## config.mk

```make
export PLATFORM = sky130hd
export DESIGN_NAME = spi_txn_arbiter_flat
export DESIGN_NICKNAME = d
export VERILOG_FILES = /design/src/rtl/spi_txn_arbiter_if.sv /design/src/rtl/spi_txn_arbiter.sv /design/src/flat_wrapper.sv
export SDC_FILE = /design/constraint.sdc
export NUM_CORES = 1
export LEC_CHECK = 0
export ABC_AREA = 1
export CAP_MARGIN = 20
export CORE_UTILIZATION = 40
export CTS_BUF_LIST = sky130_fd_sc_hd__clkbuf_2 sky130_fd_sc_hd__clkbuf_4 sky130_fd_sc_hd__clkbuf_8
export DETAILED_ROUTE_END_ITERATION = 8
export DONT_BUFFER_PORTS = 1
export PLACE_DENSITY = 0.57
export SYNTH_ARGS = -nofsm -noshare
export SYNTH_HDL_FRONTEND = slang
export SYNTH_SLANG_ARGS = --single-unit
```

## constraint.sdc

```tcl
create_clock -name clk -period 1.95 [get_ports clk]
set_input_delay 0.195 -clock clk [delete_from_list [all_inputs] [get_ports clk]]
set_output_delay 0.195 -clock clk [all_outputs]
set_load 0.01 [all_outputs]
```

## src/rtl/spi_txn_arbiter_if.sv

```systemverilog
// Bus bundle between requesters, the transaction arbiter and the SPI byte engine.
// The master modport is the arbiter; the slave modport is the requesters plus the engine.
interface spi_txn_arbiter_if #(
    parameter int unsigned NREQ  = 4,
    parameter int unsigned LEN_W = 4
);
    // requester side
    logic [NREQ-1:0]       req;
    logic [NREQ*LEN_W-1:0] req_len;
    logic [NREQ*8-1:0]     tx_data;
    logic [NREQ-1:0]       grant;
    logic                  tx_ack;
    logic [7:0]            rx_data;
    logic                  rx_valid;
    logic                  txn_done;
    logic                  busy;
    logic [NREQ-1:0]       cs_n;

    // byte engine side
    logic                  eng_start;
    logic [7:0]            eng_data_in;
    logic                  eng_done;
    logic [7:0]            eng_data_out;

    modport master (
        input  req, req_len, tx_data, eng_done, eng_data_out,
        output grant, tx_ack, rx_data, rx_valid, txn_done, busy, cs_n,
        output eng_start, eng_data_in
    );

    modport slave (
        output req, req_len, tx_data, eng_done, eng_data_out,
        input  grant, tx_ack, rx_data, rx_valid, txn_done, busy, cs_n,
        input  eng_start, eng_data_in
    );
endinterface

```

## src/rtl/spi_txn_arbiter.sv

```systemverilog
// Round-robin SPI transaction arbiter: shares one byte engine among NREQ requesters,
// holding the winner's chip select low for its whole multi-byte transaction.
module spi_txn_arbiter #(
    parameter int unsigned NREQ  = 4,
    parameter int unsigned LEN_W = 4
) (
    input  logic                clk,
    input  logic                reset_n,
    spi_txn_arbiter_if.master   bus
);

    localparam int unsigned IDX_W = (NREQ > 1) ? $clog2(NREQ) : 1;
    localparam logic [NREQ-1:0] ONE_HOT0 = {{(NREQ-1){1'b0}}, 1'b1};

    typedef enum logic [2:0] {
        StIdle,
        StSetup,
        StIssue,
        StWait,
        StHold
    } state_e;

    state_e           state_q;
    logic [IDX_W-1:0] ptr_q;
    logic [IDX_W-1:0] win_q;
    logic [LEN_W-1:0] remaining_q;
    logic [NREQ-1:0]  grant_q;
    logic [NREQ-1:0]  cs_n_q;
    logic [7:0]       rx_data_q;
    logic             rx_valid_q;

    logic             pick_found;
    logic [IDX_W-1:0] pick_idx;
    logic [LEN_W-1:0] pick_len;
    logic [IDX_W-1:0] ptr_next;

    // First requesting index in the order ptr, ptr+1, ... wrapping at NREQ-1.
    always_comb begin
        int unsigned      cand;
        logic [IDX_W-1:0] cand_idx;
        pick_found = 1'b0;
        pick_idx   = '0;
        cand       = 0;
        cand_idx   = '0;
        for (int unsigned k = 0; k < NREQ; k++) begin
            cand     = (32'(ptr_q) + k) % NREQ;
            cand_idx = IDX_W'(cand);
            if (!pick_found && bus.req[cand_idx]) begin
                pick_found = 1'b1;
                pick_idx   = cand_idx;
            end
        end
    end

    always_comb begin
        pick_len = bus.req_len[32'(pick_idx) * LEN_W +: LEN_W];
        if (win_q == IDX_W'(NREQ - 1)) begin
            ptr_next = '0;
        end else begin
            ptr_next = win_q + IDX_W'(1);
        end
    end

    always_ff @(posedge clk or negedge reset_n) begin
        if (!reset_n) begin
            state_q     <= StIdle;
            ptr_q       <= '0;
            win_q       <= '0;
            remaining_q <= '0;
            grant_q     <= '0;
            cs_n_q      <= '1;
            rx_data_q   <= 8'h00;
            rx_valid_q  <= 1'b0;
        end else begin
            rx_valid_q <= 1'b0;
            case (state_q)
                StIdle: begin
                    if (pick_found) begin
                        win_q       <= pick_idx;
                        grant_q     <= ONE_HOT0 << pick_idx;
                        cs_n_q      <= ~(ONE_HOT0 << pick_idx);
                        // A zero length still moves one byte.
                        remaining_q <= (pick_len == '0) ? LEN_W'(1) : pick_len;
                        state_q     <= StSetup;
                    end
                end
                StSetup: begin
                    state_q <= StIssue;
                end
                StIssue: begin
                    state_q <= StWait;
                end
                StWait: begin
                    if (bus.eng_done) begin
                        rx_data_q   <= bus.eng_data_out;
                        rx_valid_q  <= 1'b1;
                        remaining_q <= remaining_q - LEN_W'(1);
                        if (remaining_q == LEN_W'(1)) begin
                            cs_n_q  <= '1;
                            state_q <= StHold;
                        end else begin
                            state_q <= StIssue;
                        end
                    end
                end
                StHold: begin
                    ptr_q   <= ptr_next;
                    grant_q <= '0;
                    state_q <= StIdle;
                end
                default: begin
                    grant_q <= '0;
                    cs_n_q  <= '1;
                    state_q <= StIdle;
                end
            endcase
        end
    end

    // Per-state strobes are plain state decodes so they last exactly one cycle.
    assign bus.eng_start   = (state_q == StIssue);
    assign bus.tx_ack      = (state_q == StIssue);
    assign bus.eng_data_in = (state_q == StIssue) ? bus.tx_data[32'(win_q) * 8 +: 8] : 8'h00;
    assign bus.txn_done    = (state_q == StHold);
    assign bus.busy        = (state_q != StIdle);
    assign bus.grant       = grant_q;
    assign bus.cs_n        = cs_n_q;
    assign bus.rx_data     = rx_data_q;
    assign bus.rx_valid    = rx_valid_q;

endmodule

```

## src/flat_wrapper.sv

```systemverilog
// flat-port wrapper written by rule: the top's interface ports become plain ports
module spi_txn_arbiter_flat 
#(
    parameter int unsigned NREQ  = 4,
    parameter int unsigned LEN_W = 4
)
  (clk, reset_n, bus_req, bus_req_len, bus_tx_data, bus_eng_done, bus_eng_data_out, bus_grant, bus_tx_ack, bus_rx_data, bus_rx_valid, bus_txn_done, bus_busy, bus_cs_n, bus_eng_start, bus_eng_data_in);
  spi_txn_arbiter_if #(.NREQ(NREQ), .LEN_W(LEN_W)) bus_i ();
  input  logic clk;
  input  logic reset_n;
  input wire logic [$bits(bus_i.req)-1:0] bus_req;
  input wire logic [$bits(bus_i.req_len)-1:0] bus_req_len;
  input wire logic [$bits(bus_i.tx_data)-1:0] bus_tx_data;
  input wire logic [$bits(bus_i.eng_done)-1:0] bus_eng_done;
  input wire logic [$bits(bus_i.eng_data_out)-1:0] bus_eng_data_out;
  output wire logic [$bits(bus_i.grant)-1:0] bus_grant;
  output wire logic [$bits(bus_i.tx_ack)-1:0] bus_tx_ack;
  output wire logic [$bits(bus_i.rx_data)-1:0] bus_rx_data;
  output wire logic [$bits(bus_i.rx_valid)-1:0] bus_rx_valid;
  output wire logic [$bits(bus_i.txn_done)-1:0] bus_txn_done;
  output wire logic [$bits(bus_i.busy)-1:0] bus_busy;
  output wire logic [$bits(bus_i.cs_n)-1:0] bus_cs_n;
  output wire logic [$bits(bus_i.eng_start)-1:0] bus_eng_start;
  output wire logic [$bits(bus_i.eng_data_in)-1:0] bus_eng_data_in;
  assign bus_i.req = bus_req;
  assign bus_i.req_len = bus_req_len;
  assign bus_i.tx_data = bus_tx_data;
  assign bus_i.eng_done = bus_eng_done;
  assign bus_i.eng_data_out = bus_eng_data_out;
  assign bus_grant = bus_i.grant;
  assign bus_tx_ack = bus_i.tx_ack;
  assign bus_rx_data = bus_i.rx_data;
  assign bus_rx_valid = bus_i.rx_valid;
  assign bus_txn_done = bus_i.txn_done;
  assign bus_busy = bus_i.busy;
  assign bus_cs_n = bus_i.cs_n;
  assign bus_eng_start = bus_i.eng_start;
  assign bus_eng_data_in = bus_i.eng_data_in;
  spi_txn_arbiter #(.NREQ(NREQ), .LEN_W(LEN_W)) u_core (.clk(clk), .reset_n(reset_n), .bus(bus_i));
endmodule
```

## After elaboration in Yosys (flattened, before gate mapping)

Index checks and enable logic that the tools add are counted.

- Flip-flop bits (word level): 28
- Input bits: 63
- Word-level logic and storage cells: 84

- $add $sub $neg: 5
- $lt $le $gt $ge: 4
- Eq/ne operators: 9
- Shifts and indexed selects: 3
- Muxes and demuxes: 34
- Bitwise gates (word level): 3
- Reductions and logical operators: 18

Operator list:

| kind | number |
|---|---|
| $shiftx A32 B6 Y8 | 1 |
| $mux W4 | 7 |
| $pmux W4 S2 | 2 |
| $shiftx A16 B5 Y4 | 1 |
| $lt A2 B3 Y1 const B | 4 |
| $pmux W3 S4 | 1 |
| $pmux W4 S3 | 1 |
| $mux W1 | 10 |
| $mux W2 | 5 |
| $mux W3 | 3 |
| $bmux W1 S2 | 4 |
| $mux W8 | 1 |
| $reduce_and A2 Y1 | 4 |
| $eq A3 B2 Y1 const B | 2 |
| $reduce_or A3 Y1 | 2 |
| $add A2 B1 Y2 const B | 2 |
| $add A2 B2 Y2 const B | 2 |
| $eq A4 B1 Y1 const B | 1 |
| $logic_not A4 Y1 | 1 |
| $ne A2 B1 Y1 const B | 2 |
| $not A4 Y4 | 1 |
| $reduce_and A4 Y1 | 1 |
| $shl A1 B2 Y4 const A | 1 |
| $sub A4 B1 Y4 const B | 1 |
| other kinds (11) | 16 |

## Longest topological paths before layout

Gate-level depths: netlist of run 1.

- Depth in word-level cells: 17
- Depth in mapped cells: 19

## Worst setup path after synthesis of run 1

Ideal clock, no wire load.

- Path type: register -> register
- Start: register u_core.ptr_q[0]
- End: register u_core.cs_n_q[2], in the netlist u_core.bus.cs_n[2]
- Arrival time: 1,733 ps
- Required time: 1,868 ps
- Path slack: 135 ps
- Cell stages (with the launch flop): 12
- Path through: dfrtp_1 -> buf_6 -> nand2_1 -> nand2_1 -> nand2_1 -> nand2_1 -> nor2_4 -> nand3_4 -> o21ai_0 -> inv_1 -> nand3_1 -> mux2_2

- Word-level cells in the longest chain between the ends: 16
- Elaborated cells between the ends (all ways): 31
- Classes of those cells: add/sub (3); eq/ne (1); shift (1); mux (18); bitwise (1); reduce/logical (7)

Ends and longest elaborated chain:

| element | line | source |
|---|---|---|
| from (decl) | spi_txn_arbiter.sv:24 | `logic [IDX_W-1:0] ptr_q;` |
| from (signal assigned) | spi_txn_arbiter.sv:107 | `ptr_q <= ptr_next;` |
| branches (longest 16 deep; another with $add A2 B1 Y2) | n/a |  |
| to (signal assigned) | spi_txn_arbiter.sv:81 | `cs_n_q <= ~(ONE_HOT0 << pick_idx);` |
| to (decl) | spi_txn_arbiter.sv:28 | `logic [NREQ-1:0] cs_n_q;` |

Parallel ways; which one is timed is not known. The select of a mux whose other input is x is not followed.
A chain may end at the register's enable or synchronous reset.

## Worst setup path in the final report of run 1

- Start: register u_core.ptr_q[0]
- End: register u_core.cs_n_q[3], in the netlist u_core.bus.cs_n[3]

Same word-level chain as after synthesis.

==> impl_metrics.env, run 1 <==
export IMPL_status="finished, violations left"
export IMPL_worst_path_max_fanout=6
export IMPL_fin_crit_ns=2.09
export IMPL_synthesis_instances=304
export IMPL_routed_wire_length_um=5260
export IMPL_capture_endpoint_of_the_worst_hold_path="u_core.bus.rx_data[6]"
export IMPL_max_vdd_ir_drop_mv=0.709
export IMPL_worst_ep_arrival_time_ns=2.30
export IMPL_r2r_end="u_core.bus.cs_n[3]"
export IMPL_gpl_final_weighted_congestion=0.845
export IMPL_drive_gt1_frac=0.299
export IMPL_timing_final_setup_violations=9
export IMPL_crit_reg2reg_launch="u_core.ptr_q[0]"
export IMPL_groute_layer_met3_usage=0.0403
export IMPL_layout_area_seq_um2=707
export IMPL_worstHoldPathType="in -> reg"
export IMPL_multiInputGateArea_um2=1240
export IMPL_cp_required_ns=2.16
export IMPL_length_in_cells_of_the_worst_reg_to_reg_path=12
export IMPL_dp_slack_ns=-0.0640
export IMPL_timing_hold_worst_start="bus_eng_data_out[6]"
export IMPL_postLayoutCellArea_um2=2520
export IMPL_cts_buffer_depth=2
export IMPL_layout_area_overhead_vs_synth_pct=28.5
export IMPL_routed_wire_length_per_instance_um=13.1
export IMPL_power_density_nw_per_um2=1770
export IMPL_startpoint_type="register"
export IMPL_initial_core_util=0.415
export IMPL_final_hold_violation_count=0
export IMPL_htreeDepth=1
export IMPL_slowest_delay_ns=0.47
export IMPL_maxClockFrequency_mhz=478
export IMPL_die_width_um=72.0
export IMPL_pwr_share_seq=0.249
export IMPL_drt_iter0_drc=86
export IMPL_cts_clock_pin_slew_for_the_worst_setup_and_hold_paths_ns=0.10
export IMPL_detailedPlacementHpwl_um=3890
export IMPL_setup_reg_to_reg_worst_slack_ns=-0.14
export IMPL_synth_cell_types=26
export IMPL_maximum_number_of_pins_on_one_net_before_global_route_repair=29
export IMPL_ys_warnings_count=0
export IMPL_synth_seq_area_share=0.360
export IMPL_syn_cell_area_um2=1960
export IMPL_design_core_area_um2=4720
export IMPL_worst_path_dominant_cell_family="simple AND/OR/NAND/NOR gates"
export IMPL_fraction_of_power_spent_switching_nets=0.484
export IMPL_placement_io_buffers=0
export IMPL_number_of_rows_created_at_floorplan=25
export IMPL_synth_area_per_cell_um2=6.45
export IMPL_critical_path_endpoint_type="register"
export IMPL_die_area_um2=5190
export IMPL_detail_route_vias_per_cell=4.91
export IMPL_cts_root_buffer_cell="clkbuf_8"
export IMPL_cp_buffers_inverters=3
export IMPL_grt_overflow_total=0
export IMPL_fillCellCount=478
export IMPL_critPathSlowestCell="dfrtp_2"
export IMPL_placed_cells=389
export IMPL_antenna_cells_inserted=0
export IMPL_synth_nets=370
export IMPL_grt_most_used_layer="met2"
export IMPL_critical_path_class="reg -> reg"
export IMPL_post_route_period_util=1.07
export IMPL_synth_seq_cells=28
export IMPL_drt_pre_antenna_iters=4
export IMPL_antenna_found_initial=0
export IMPL_combPwrFrac=0.648
export IMPL_p_int_w=0.00230
export IMPL_timing_critical_path_cells="buf_6, nand2_1, nand2_2, nand2_2, nand2_2, nor2_4, nand3_4, buf_4, o21ai_1, inv_1, nand3_4, mux2_2"
export IMPL_timing_worst_slew_pin_value_ns=0.362
export IMPL_grt_setup_unrepaired="true"
export IMPL_worst_setup_path_startpoint="u_core.ptr_q[0]"
export IMPL_global_route_usage_met2=0.338
export IMPL_max_slew_margin_rel=0.756
export IMPL_pin_count=92
export IMPL_grt_pass1_vias=1912
export IMPL_timing_hold_worst_path_depth=2
export IMPL_max_clock_skew_ns=0.00343
export IMPL_cts_made_buffers=3
export IMPL_grt_pass1_wl_um=8370
export IMPL_worst_slack_ns=-0.141
export IMPL_nets=401
export IMPL_grt_total_usage=0.201
export IMPL_critPathMostFrequentCell="nand2_2"
export IMPL_grt_met1_usage=0.271
export IMPL_tritoncts="yes"
export IMPL_violated_checks="negative setup slack"
export IMPL_vias=1968
export IMPL_leakagePower_nw=1.28
export IMPL_pwr_share_clk=0.103
export IMPL_insertion_delay_ns=0.28
export IMPL_postPlaceCellArea_um2=2200
export IMPL_clkSinkCount=28
export IMPL_power_switching_w=0.00216
export IMPL_final_cell_count_no_fill=401
export IMPL_drt_antenna_violating_nets=0
export IMPL_timing_max_cap_violations=0
export IMPL_post_route_drc_count=0
export IMPL_maxSlewViolCount=0
export IMPL_die_height_um=72.0
[placed cells by master, fill, tap and decap left out, drive strengths merged]
| master | instances |
|---|---|
| bufinv | 1 |
| dfrtp | 24 |
| a22o | 1 |
| clkinvlp | 1 |
| buf | 32 |
| o31ai | 1 |
| nor2 | 49 |
| ha | 3 |
| mux2 | 3 |
| dlygate4sd3 | 1 |
| nor3 | 2 |
| nand2 | 113 |
| nand3 | 15 |
| a21oi | 18 |
| nand4 | 5 |
| dfstp | 4 |
| clkbuf | 3 |
| inv | 30 |
| clkinv | 2 |
| o21ai | 24 |
| xor2 | 2 |
[synthesized netlist by cell type (all sizes together)]
master | count | share of area
a21oi | 18 | 0.046
a22o | 1 | 0.0045
buf | 3 | 0.015
clkbuf | 5 | 0.0096
clkinv | 2 | 0.0038
dfrtp | 24 | 0.31
dfstp | 4 | 0.054
ha | 3 | 0.019
inv | 30 | 0.057
mux2 | 3 | 0.017
nand2 | 113 | 0.22
nand3 | 15 | 0.050
nand4 | 5 | 0.016
nor2 | 49 | 0.099
nor3 | 2 | 0.0051
o21ai | 24 | 0.063
o31ai | 1 | 0.0038
xor2 | 2 | 0.0089
[power by group through the flow]
| stage | registers, W | clock network, W | logic, W |
|---|---|---|---|
| 6_report | 0.00111 | 0.000459 | 0.00290 |
| 5_1_grt | 0.00115 | 0.000487 | 0.00327 |
| 4_1_cts | 0.00110 | 0.000474 | 0.00251 |
| 3_5_place_dp | 0.00111 | 0 | 0.00243 |
| 3_3_place_gp | 0.00111 | 0 | 0.00241 |
| 2_1_floorplan | 0.00103 | 0 | 0.00174 |
[final cells by class]
class | count | area share
clock inverter | 1 | 0.0119
sequential | 28 | 0.281
inverter | 32 | 0.0487
multi-input combinational | 236 | 0.491
tap | 67 | 0.0333
timing repair buffer | 33 | 0.115
clock buffer | 3 | 0.0164
timing repair inverter | 1 | 0.00298
[cells by family (layout without fill, tap and decap cells)]
| kind of cell | Yosys count | in the layout | share of synthesized area |
|---|---|---|---|
| buffers and inverters | 40 | 70 | 0.0862 |
| multiplexers | 3 | 3 | 0.0172 |
| AO/OA/AOI/OAI | 44 | 44 | 0.117 |
| XOR/XNOR | 2 | 2 | 0.00894 |
| flip-flops | 28 | 28 | 0.360 |
| adder cells (fa/ha/maj) | 3 | 3 | 0.0191 |
| AND/OR/NAND/NOR | 184 | 184 | 0.391 |
[worst reg2reg max path, cell delays in order (launching register included)]
cell	delay [ns]
dfrtp_2	0.47
buf_6	0.14
nand2_1	0.07
nand2_2	0.08
nand2_2	0.09
nand2_2	0.07
nor2_4	0.18
nand3_4	0.12
buf_4	0.17
o21ai_1	0.11
inv_1	0.09
nand3_4	0.09
mux2_2	0.34
[how the worst max path moves through the flow]
stage	end	slack, ns	depth (start not counted)
after floorplan	u_core.bus.cs_n[2]	0.14	11
after global placement	u_core.remaining_q[0]	-0.04	17
after detailed placement	u_core.remaining_q[0]	-0.06	17
after CTS	u_core.remaining_q[0]	-0.03	17
after global routing	u_core.remaining_q[0]	-0.26	18
final	u_core.bus.cs_n[3]	-0.14	12
[per-stage QoR]
stage / total power (W) / util / setup TNS (ns) / hold WS [ns]
2_1_floorplan: 0.00277 / - / 0 / -0.101
3_3_place_gp: 0.00352 / 0.466 / -0.0384 / -0.100
3_5_place_dp: 0.00353 / 0.466 / -0.116 / -0.100
4_1_cts: 0.00408 / 0.492 / -0.0579 / 0.0187
5_1_grt: 0.00490 / 0.534 / -2.20 / 0.0198
6_report: 0.00447 / 0.534 / -0.625 / 0.0239
[state kept, by name, indices dropped and copies added (netlist names)]
signal               cells
u_core.bus.cs_n          4
u_core.bus.grant         4
u_core.bus.rx_data       8
u_core.bus.rx_valid      1
u_core.ptr_q             2
u_core.remaining_q       4
u_core.state_q           3
u_core.win_q             2
[metal layers]
metal | vias to the layer above | routed length (um)
li1 | 1018 | -
met1 | 908 | 2410
met2 | 38 | 2580
met3 | 4 | 245
met4 | 0 | 32
met5 | - | 0
[repair_timing]
item	4_1_cts	5_1_grt
cloned	0	1
endpoints found under the hold margin	28	0
gates resized for setup	5	51
setup buffers	0	5
hold buffers	2	0
pin swaps	0	20
setup endpoints to repair	5	21
(Power assumes the default switching activity.)
==> run 2: changes to the inputs <==
--- a/config.mk
+++ b/config.mk
@@ -7,11 +7,12 @@
 export LEC_CHECK = 0
 export ABC_AREA = 1
 export CAP_MARGIN = 20
-export CORE_UTILIZATION = 40
+export CORE_UTILIZATION = 57
 export CTS_BUF_LIST = sky130_fd_sc_hd__clkbuf_2 sky130_fd_sc_hd__clkbuf_4 sky130_fd_sc_hd__clkbuf_8
 export DETAILED_ROUTE_END_ITERATION = 8
 export DONT_BUFFER_PORTS = 1
-export PLACE_DENSITY = 0.57
+export PLACE_DENSITY = 0.76
+export SETUP_SLACK_MARGIN = 0.2
 export SYNTH_ARGS = -nofsm -noshare
 export SYNTH_HDL_FRONTEND = slang
 export SYNTH_SLANG_ARGS = --single-unit
==> run 2 against run 1 <==
Effect of this change: the flow still finishes with violations (negative setup slack); first-iteration DRC count is 21% higher; power is 1.1% lower; via count is 3.3% higher; clock skew is 0.0068 ns higher; routed wire length is 2.1% lower; hold slack better by 0.026 ns; non-clock buffer count is 1 lower; cell area hardly changed; die area is 29% lower; setup slack better by 0.060 ns; critical path depth is 7 higher; critical path type unchanged; highest routed layer unchanged.
==> impl_metrics.env, run 2 (same netlist as run 1, synthesis figures left out) <==
export IMPL_grt_met1_usage=0.367
export IMPL_max_vdd_ir_drop_mv=0.953
export IMPL_post_route_drc_count=0
export IMPL_totalNegativeSetupSlack_ns=-0.244
export IMPL_cts_root_buffer_cell="clkbuf_4"
export IMPL_detail_route_vias_per_cell=5.40
export IMPL_max_slew_margin_rel=0.778
export IMPL_pin_count=92
export IMPL_grt_total_usage=0.280
export IMPL_cp_required_ns=2.24
export IMPL_routed_wire_length_um=5150
export IMPL_nets=399
export IMPL_antenna_found_initial=0
export IMPL_drive_gt1_frac=0.292
export IMPL_timing_final_setup_violations=5
export IMPL_placement_io_buffers=0
export IMPL_drt_pre_antenna_iters=4
export IMPL_grt_most_used_layer="met2"
export IMPL_die_area_um2=3680
export IMPL_tritoncts="yes"
export IMPL_max_clock_skew_ns=0.0102
export IMPL_number_of_rows_created_at_floorplan=20
export IMPL_die_width_um=60.7
export IMPL_groute_layer_met3_usage=0.0618
export IMPL_detailedPlacementHpwl_um=3480
export IMPL_design_core_area_um2=3150
export IMPL_power_density_nw_per_um2=1750
export IMPL_vias=2032
export IMPL_cts_clock_pin_slew_for_the_worst_setup_and_hold_paths_ns=0.16
export IMPL_critical_path_class="reg -> reg"
export IMPL_fin_crit_ns=2.03
export IMPL_post_route_period_util=1.04
export IMPL_cts_made_buffers=3
export IMPL_htreeDepth=1
export IMPL_routed_wire_length_per_instance_um=13.7
export IMPL_maximum_number_of_pins_on_one_net_before_global_route_repair=29
export IMPL_gpl_final_weighted_congestion=0.909
export IMPL_startpoint_type="register"
export IMPL_leakagePower_nw=1.28
export IMPL_layout_area_overhead_vs_synth_pct=28.5
export IMPL_fillCellCount=233
export IMPL_drt_antenna_violating_nets=0
export IMPL_die_height_um=60.7
export IMPL_status="finished, violations left"
export IMPL_worst_ep_arrival_time_ns=2.32
export IMPL_worstHoldPathType="in -> reg"
export IMPL_initial_core_util=0.622
export IMPL_global_route_usage_met2=0.466
export IMPL_timing_max_cap_violations=0
export IMPL_largest_reg_flops=8
export IMPL_worst_slack_ns=-0.0808
export IMPL_final_hold_violation_count=0
export IMPL_grt_pass1_wl_um=7690
export IMPL_grt_pass1_vias=1829
export IMPL_clkSinkCount=28
export IMPL_maxSlewViolCount=0
export IMPL_maxClockFrequency_mhz=492
export IMPL_grt_overflow_total=0
export IMPL_antenna_cells_inserted=0
export IMPL_violated_checks="negative setup slack"
export IMPL_grt_setup_unrepaired="true"
export IMPL_mostFrequentLayoutCell="nand2_1"
export IMPL_drt_iter0_drc=104
export IMPL_critical_path_endpoint_type="register"
export IMPL_cts_buffer_depth=2
export IMPL_layout_common_cells="94 x nand2_1, 42 x nor2_1, 20 x inv_1, 20 x o21ai_0, 20 x dfrtp_1"
export IMPL_insertion_delay_ns=0.33
export IMPL_worst_path_max_fanout=6
export IMPL_timing_worst_slew_pin_value_ns=0.332
export IMPL_power_w=0.00442
run 2: cell types whose count changed in the layout (fill, tap and decap cells not counted), moves of 3 or more:
cell and delta:
clkbuf_4 +3, clkbuf_8 -3, dfrtp_1 -3, buf_4 -9, dfrtp_2 +3, nand2_2 -3, dlygate4sd3_1 +8, nand3_2 -3
run 2: worst paths after layout:
kind                                     from                    end  slack [ns]  cells after the start
max in group asynchronous             reset_n     u_core.bus.cs_n[3]        1.41                      2
min reg2reg                u_core.bus.cs_n[0]     u_core.bus.cs_n[0]        0.54                      2
min                              bus_eng_done      u_core.state_q[0]        0.05                      3
max                           u_core.ptr_q[0]  u_core.remaining_q[0]       -0.08                     19
min in group asynchronous             reset_n    u_core.bus.rx_valid        0.30                      2
max reg2reg                   u_core.ptr_q[0]  u_core.remaining_q[0]       -0.08                     19
run 2: report_power, final:
group	switching (W)	internal (W)
clock network	0.000174	0.000208
logic	0.00172	0.00118
registers	0.000299	0.000836
run 2: worst max-delay path, stage by stage (launching register included):
cell,delay (ns)
dfrtp_2,0.49
buf_6,0.14
nand2_1,0.07
nand2_1,0.08
nand2_1,0.08
nand2_2,0.05
nand2_2,0.10
nand2_2,0.08
nand2_2,0.09
nand3_4,0.13
buf_12,0.16
nand2_2,0.04
nand2_1,0.04
nand2_1,0.06
nand2_1,0.06
nor2_1,0.10
nand2_1,0.06
nand2_1,0.06
nand2_1,0.05
nand2_1,0.06
run 2: layer usage:
layer | vias up | part of all wire
met2 | 71 | 0.47
met4 | 0 | 0.013
met5 | - | 0
li1 | 1022 | -
met1 | 930 | 0.44
met3 | 9 | 0.079
run 2: cell type report:
type	count	area (um2)	area share
sequential	28	711	0.282
clock inverter	1	30.0	0.0119
clock buffer	3	22.5	0.00894
timing repair buffer	32	319	0.127
tap	44	55.1	0.0219
multi-input combinational	236	1250	0.498
inverter	32	126	0.0502
run 2: stage by stage:
step	instances	setup slack, ns	instance area, um2	hold WS (ns)	util
after global placement	355	-0.0217	2110	-0.0992	0.668
after global routing	376	-0.262	2520	0.0713	0.799
after floorplan	304	0.170	1980	-0.101	-
after detailed placement	355	-0.0839	2110	-0.0992	0.668
final	376	-0.0808	2520	0.0496	0.799
after CTS	375	-0.0224	2430	0.0192	0.772
run 2: repair_timing:
item	4_1_cts	5_1_grt
hold buffers	10	0
hold endpoints to repair	36	0
gates resized for setup	35	26
setup buffers	5	1
gates cloned	1	0
setup endpoints to repair	21	31
pin swaps	12	13
==> run 3: changes to the inputs <==
--- a/config.mk
+++ b/config.mk
@@ -11,6 +11,7 @@
 export CTS_BUF_LIST = sky130_fd_sc_hd__clkbuf_2 sky130_fd_sc_hd__clkbuf_4 sky130_fd_sc_hd__clkbuf_8
 export DETAILED_ROUTE_END_ITERATION = 8
 export DONT_BUFFER_PORTS = 1
+export GPL_ROUTABILITY_DRIVEN = 1
 export PLACE_DENSITY = 0.76
 export SETUP_SLACK_MARGIN = 0.2
 export SYNTH_ARGS = -nofsm -noshare
==> results of run 3 <==
The final DEF is identical to that of run 2; final timing and power are the same.
